[src/rtl/id_ex_stage_pkg.sv]
// Shared control-word layout and constants for the ID/EX pipeline stage.
package id_ex_stage_pkg;

  // Control word layout: {regWrite, memRead, memWrite, memToReg, aluSrc, aluOp[2:0]}
  localparam int unsigned CTRL_W        = 8;
  localparam int unsigned CTRL_REGWRITE = 7;
  localparam int unsigned CTRL_MEMREAD  = 6;
  localparam int unsigned CTRL_MEMWRITE = 5;
  localparam int unsigned CTRL_MEMTOREG = 4;
  localparam int unsigned CTRL_ALUSRC   = 3;
  localparam int unsigned CTRL_ALUOP    = 0;
  localparam int unsigned CTRL_ALUOP_W  = 3;

  // A bubble is an all-zero control word: no write, no memory access.
  localparam logic [CTRL_W-1:0] BUBBLE_CTRL = '0;

  // Width of the saturating bubble counter.
  localparam int unsigned BCNT_W = 16;

  // True when the control word describes a load.
  function automatic logic ctrl_is_load(input logic [CTRL_W-1:0] ctrl);
    return ctrl[CTRL_MEMREAD];
  endfunction

endpackage

[src/rtl/id_ex_stage_forward_mux.sv]
// Operand bypass select: EX/MEM beats MEM/WB beats the register-file value.
module forward_mux #(
  parameter int unsigned DW = 32,
  parameter int unsigned AW = 5
) (
  input  logic [AW-1:0] index,
  input  logic [DW-1:0] regValue,
  input  logic          exMemRegWrite,
  input  logic [AW-1:0] exMemRd,
  input  logic [DW-1:0] exMemData,
  input  logic          memWbRegWrite,
  input  logic [AW-1:0] memWbRd,
  input  logic [DW-1:0] memWbData,
  output logic [DW-1:0] fwd
);

  // Priority select; a zero destination index never matches, so r0 is never bypassed.
  always_comb begin
    fwd = regValue;
    if (exMemRegWrite && (exMemRd != '0) && (exMemRd == index)) begin
      fwd = exMemData;
    end else if (memWbRegWrite && (memWbRd != '0) && (memWbRd == index)) begin
      fwd = memWbData;
    end
  end

endmodule

[src/rtl/id_ex_stage.sv]
// ID/EX pipeline register with load-use hazard detection, bubble insertion,
// saturating bubble counter and EX-operand forwarding.
module id_ex_stage
  import id_ex_stage_pkg::*;
#(
  parameter int unsigned DW = 32,
  parameter int unsigned AW = 5
) (
  input  logic              clk,
  input  logic              rst_n,
  input  logic [DW-1:0]     R1,
  input  logic [DW-1:0]     R2,
  input  logic [AW-1:0]     R1point,
  input  logic [AW-1:0]     R2point,
  input  logic [AW-1:0]     idRd,
  input  logic [DW-1:0]     idImm,
  input  logic [CTRL_W-1:0] idCtrl,
  input  logic              flush,
  input  logic              exMemRegWrite,
  input  logic [AW-1:0]     exMemRd,
  input  logic [DW-1:0]     exMemData,
  input  logic              memWbRegWrite,
  input  logic [AW-1:0]     memWbRd,
  input  logic [DW-1:0]     memWbData,
  output logic              stall,
  output logic [AW-1:0]     exRs,
  output logic [AW-1:0]     exRt,
  output logic [AW-1:0]     exRd,
  output logic [DW-1:0]     exImm,
  output logic [CTRL_W-1:0] exCtrl,
  output logic [DW-1:0]     fwdA,
  output logic [DW-1:0]     fwdB,
  output logic [BCNT_W-1:0] bubbleCount
);

  logic [DW-1:0]     r_r1;
  logic [DW-1:0]     r_r2;
  logic [AW-1:0]     r_rs;
  logic [AW-1:0]     r_rt;
  logic [AW-1:0]     r_rd;
  logic [DW-1:0]     r_imm;
  logic [CTRL_W-1:0] r_ctrl;
  logic [BCNT_W-1:0] r_bubble_count;

  logic              w_hazard;
  logic              w_bubble;

  // Load-use hazard: the load in EX writes a register the ID instruction reads.
  always_comb begin
    w_hazard = ctrl_is_load(r_ctrl) && (r_rd != '0) &&
               ((r_rd == R1point) || (r_rd == R2point));
    w_bubble = w_hazard || flush;
  end

  // EX pipeline registers; a bubble zeroes control and destination.
  always_ff @(posedge clk or negedge rst_n) begin
    if (!rst_n) begin
      r_r1   <= '0;
      r_r2   <= '0;
      r_rs   <= '0;
      r_rt   <= '0;
      r_rd   <= '0;
      r_imm  <= '0;
      r_ctrl <= BUBBLE_CTRL;
    end else begin
      r_r1  <= R1;
      r_r2  <= R2;
      r_rs  <= R1point;
      r_rt  <= R2point;
      r_imm <= idImm;
      if (w_bubble) begin
        r_rd   <= '0;
        r_ctrl <= BUBBLE_CTRL;
      end else begin
        r_rd   <= idRd;
        r_ctrl <= idCtrl;
      end
    end
  end

  // Saturating count of bubbles loaded into EX.
  always_ff @(posedge clk or negedge rst_n) begin
    if (!rst_n) begin
      r_bubble_count <= '0;
    end else if (w_bubble && (r_bubble_count != '1)) begin
      r_bubble_count <= r_bubble_count + BCNT_W'(1);
    end
  end

  forward_mux #(.DW(DW), .AW(AW)) u_fwd_a (
    .index         (r_rs),
    .regValue      (r_r1),
    .exMemRegWrite (exMemRegWrite),
    .exMemRd       (exMemRd),
    .exMemData     (exMemData),
    .memWbRegWrite (memWbRegWrite),
    .memWbRd       (memWbRd),
    .memWbData     (memWbData),
    .fwd           (fwdA)
  );

  forward_mux #(.DW(DW), .AW(AW)) u_fwd_b (
    .index         (r_rt),
    .regValue      (r_r2),
    .exMemRegWrite (exMemRegWrite),
    .exMemRd       (exMemRd),
    .exMemData     (exMemData),
    .memWbRegWrite (memWbRegWrite),
    .memWbRd       (memWbRd),
    .memWbData     (memWbData),
    .fwd           (fwdB)
  );

  assign stall       = w_hazard;
  assign exRs        = r_rs;
  assign exRt        = r_rt;
  assign exRd        = r_rd;
  assign exImm       = r_imm;
  assign exCtrl      = r_ctrl;
  assign bubbleCount = r_bubble_count;

endmodule

[config.mk]
export PLATFORM = sky130hd
export DESIGN_NAME = id_ex_stage
export DESIGN_NICKNAME = d
export VERILOG_FILES = /design/src/rtl/id_ex_stage_pkg.sv /design/src/rtl/id_ex_stage_forward_mux.sv /design/src/rtl/id_ex_stage.sv
export SDC_FILE = /design/constraint.sdc
export NUM_CORES = 1
export LEC_CHECK = 0
export BUFFER_PORTS_ARGS = -buffer_cell sky130_fd_sc_hd__buf_2
export CELL_PAD_IN_SITES_DETAIL_PLACEMENT = 0
export CELL_PAD_IN_SITES_GLOBAL_PLACEMENT = 1
export CORE_MARGIN = 8
export CORE_UTILIZATION = 29
export DETAILED_ROUTE_END_ITERATION = 6
export PLACE_DENSITY = 0.84
export SLEW_MARGIN = 25
export SYNTH_ARGS = -nofsm -noshare
export SYNTH_HDL_FRONTEND = slang
export SYNTH_SLANG_ARGS = --single-unit
[constraint.sdc]
create_clock -name clk -period 1.91 [get_ports clk]
set_input_delay 0.2865 -clock clk [delete_from_list [all_inputs] [get_ports clk]]
set_output_delay 0.2865 -clock clk [all_outputs]
set_load 0.02 [all_outputs]
==> metrics.csv <==
metric;value;unit
DP HPWL;16.52;mm
RR Endpoint;bubbleCount[7]$_DFFE_PN0P_;
Most used DFF post-synth;dfrtp_1;
post-synthesis adder-cell area fraction;0.2215;%
Max Root-Sink Buffers;2;
clk_lat worst skew;0.42;ns
number of setup violations in the final report;65;
H-tree Lvls;4;
fill count;1514;
setup ws final;-0.6281;ns
first-pass GRT wire length;34.50;mm
Distinct cells, synth;31;
Final Util;58.90;%
crit path kind;register to output pin;
Worst EP arrival;2.25;ns
startpoint class of the critical path;register;
largest net degree at the start of global routing;45;
Overall Global Routing Usage;18.46;%
largest vdd supply drop;0.7144;mV
Setup crit start;exRs[3]$_DFF_PN0_;
WHS;0.03759;ns
simple-gate share of the synthesized area;11.83;%
# DRC;0;
chip height;155.6;um
GRT Residual Overflow;0;
drt pass-1 iters;4;
Synth Net Count;667;
setup TNS;-34.68;ns
Synth area leader;dfrtp_1;
number of flops mapped to enable cells by yosys;0;
IO buf count;333;
top-count cell post-synth;dfrtp_1;
compound-gate portion of the synthesized area;7.442;%
sequential fraction of the synthesis area;59.80;%
Critical Path End;fwdA[9];
initial drt markers;203;
multiplexer share of the synthesized area;11.74;%
I/O Pins;334;
Tmin final;2.538;ns
FF+latch count, synth;135;
CTS tree;yes;
CP max FO;9;
die width;155.6;um
Finished Layout Cells;1258;
die area;0.02420;mm^2
pwr/cell area;752.1;mW/mm^2
synth cell count leaders;dfrtp_1, nand2_1, mux2i_1;
initial antenna violation count;3;
Post-Syn Area;0.005649;mm^2
total routed wirelength;24.29;mm
worst clock skew;0.007356;ns
P&R area growth vs syn;100.9;%
Routed WL per cell;19.31;um
Initial Utilization;29.31;%
RSZ-0062 raised after global routing;yes;
Pwr Total;0.008537;W
YS warnings;0;
Worst-Margin Slew;0.4424;ns
Num CTS Buffers;17;
placed instance count;1092;
post-synth top area share;59.80;%
outcome;finished, violations left;
clock sink count;135;
max cap viols;0;
DR vias/cell;4.558;
Hold Crit Class;input pin to register;
fraction of layout cells with a size suffix above 1;61.65;%
asr flop ratio synth;100.0;%
failing checks;setup timing;
antenna-violating nets left;0;
Mapped Cells;468;
Core ar.;0.01927;mm^2
largest family of logic cells by synthesized area;simple AND/OR/NAND/NOR gates;
xor/xnor share of the synthesized area;6.357;%
Slew HR;70.51;%
Worst R2R Path Depth;7;
Tcrit/Tclk final;132.9;%
Req. time, crit path;1.62;ns
Avg Inst Size Synth;12.07;um^2
worst r2r src;exRd[1]$_DFF_PN0_;
clock root cell;clkbuf_16;
Crit. End Element;output pin;
via count;5734;
Reg2Reg Setup Slack;0.07;ns
row cnt;51;
routability cong.;0.8525;
fin nets;1177;
Pins Over Slew Limit;0;
vias in the first global route;6380;
Hold Vio Cnt, Final;0;
Lkg Pwr;5.077;nW
Synth area leaders;dfrtp_1, mux2i_1, o21ai_1, nand2_1, xor2_1;
clk slew on worst S/H paths;0.06;ns
f_max;394.0;MHz
==> per-stage QoR <==
| stage | area (um^2) | setup slack, ns |
|---|---|---|
| floorplan | 5936 | -0.05040 |
| CTS | 10530 | -0.6664 |
| global route | 11350 | -0.7309 |
| global placement | 8262 | -0.5815 |
| finish | 11350 | -0.6281 |
| detailed placement | 8262 | -0.5742 |
==> flip-flops by register name, summed over array words and instances, names as in the netlist <==
| register | count |
|---|---|
| bubbleCount | 16 |
| exImm | 32 |
| exCtrl | 8 |
| exRs | 5 |
| exRt | 5 |
| r_r2 | 32 |
| r_r1 | 32 |
| exRd | 5 |
==> how the worst min path moves through the flow <==
stage | start | endpoint | slack [ns] | cells after the start
floorplan | rst_n | bubbleCount[0]$_DFFE_PN0P_ | -0.009 | 0
global placement | rst_n | r_r1[4]$_DFF_PN0_ | 0.25 | 1
detailed placement | rst_n | r_r1[4]$_DFF_PN0_ | 0.25 | 1
CTS | R1point[2] | exRs[2]$_DFF_PN0_ | 0.003 | 1
global route | R1point[2] | exRs[2]$_DFF_PN0_ | 0.02 | 1
finish | R1point[2] | exRs[2]$_DFF_PN0_ | 0.04 | 1
==> cells by family (layout without fill, tap and decap cells) <==
group	count (synthesis)	after routing
AO/OA/AOI/OAI	76	76
adder cells (fa/ha/maj)	1	1
multiplexers	66	66
other	0	2
AND/OR/NAND/NOR	127	127
buffers and inverters	22	545
flip-flops	135	135
XOR/XNOR	41	41
==> critical path, cell delays in order (launching register included) <==
cell and delay (ns):
dfrtp_1 0.43, xnor2_1 0.21, nand3_1 0.16, nor4_4 0.17, buf_6 0.21, buf_12 0.18
mux2i_2 0.27, o21ai_2 0.08, buf_6 0.13
==> metal layers <==
layer  part of all wire (%)  up-vias  global-route usage, %
met2                     56      224                  34.43
li1                       -     2648                      -
met4                    2.6        2                  7.902
met5                  0.054        -                      0
met1                     34     2810                  18.10
met3                    7.4       50                  6.565
==> report_power, final <==
part           switching [W]  total [W]  leakage (nW)  internal (W)
clock network        0.00140    0.00325         0.289       0.00186
registers           0.000182    0.00325          1.59       0.00307
logic                0.00102    0.00203          3.19       0.00101
total                0.00260    0.00854          5.08       0.00594
==> what timing repair did <==
item | CTS | global route
gates resized for setup | 125 | 144
cloned | 2 | 8
hold endpoints to repair | 145 | 0
hold buffers | 106 | 0
pin swaps | 7 | 17
buffers inserted | 12 | 6
endpoints found under the setup margin | 65 | 78
==> cell usage in the layout, fill, tap and decap left out, types with 11 or more instances in the layout <==
master	count
buf_2	269
dfrtp_1	129
dlygate4sd3_1	106
buf_6	77
o21ai_2	61
nand2_1	54
buf_4	36
mux2i_2	31
clkbuf_16	23
mux2i_4	22
xor2_1	20
nand2_2	15
and2_1	14
buf_12	14
xnor2_1	12
mux2i_1	11
==> final cells by class <==
type                            count  area [um^2]  area share (%)
Inverter                            1        3.754         0.03307
Timing Repair Buffer              512         4073           35.88
Clock buffer                       17        425.4           3.748
Antenna cell                        2        5.005         0.04409
Multi-Input combinational cell    311         2965           26.12
Sequential cell                   135         3386           29.83
Tap cell                          265        331.6           2.921
Clock inverter                     15        161.4           1.422
Power figures use the tool's default switching activity.
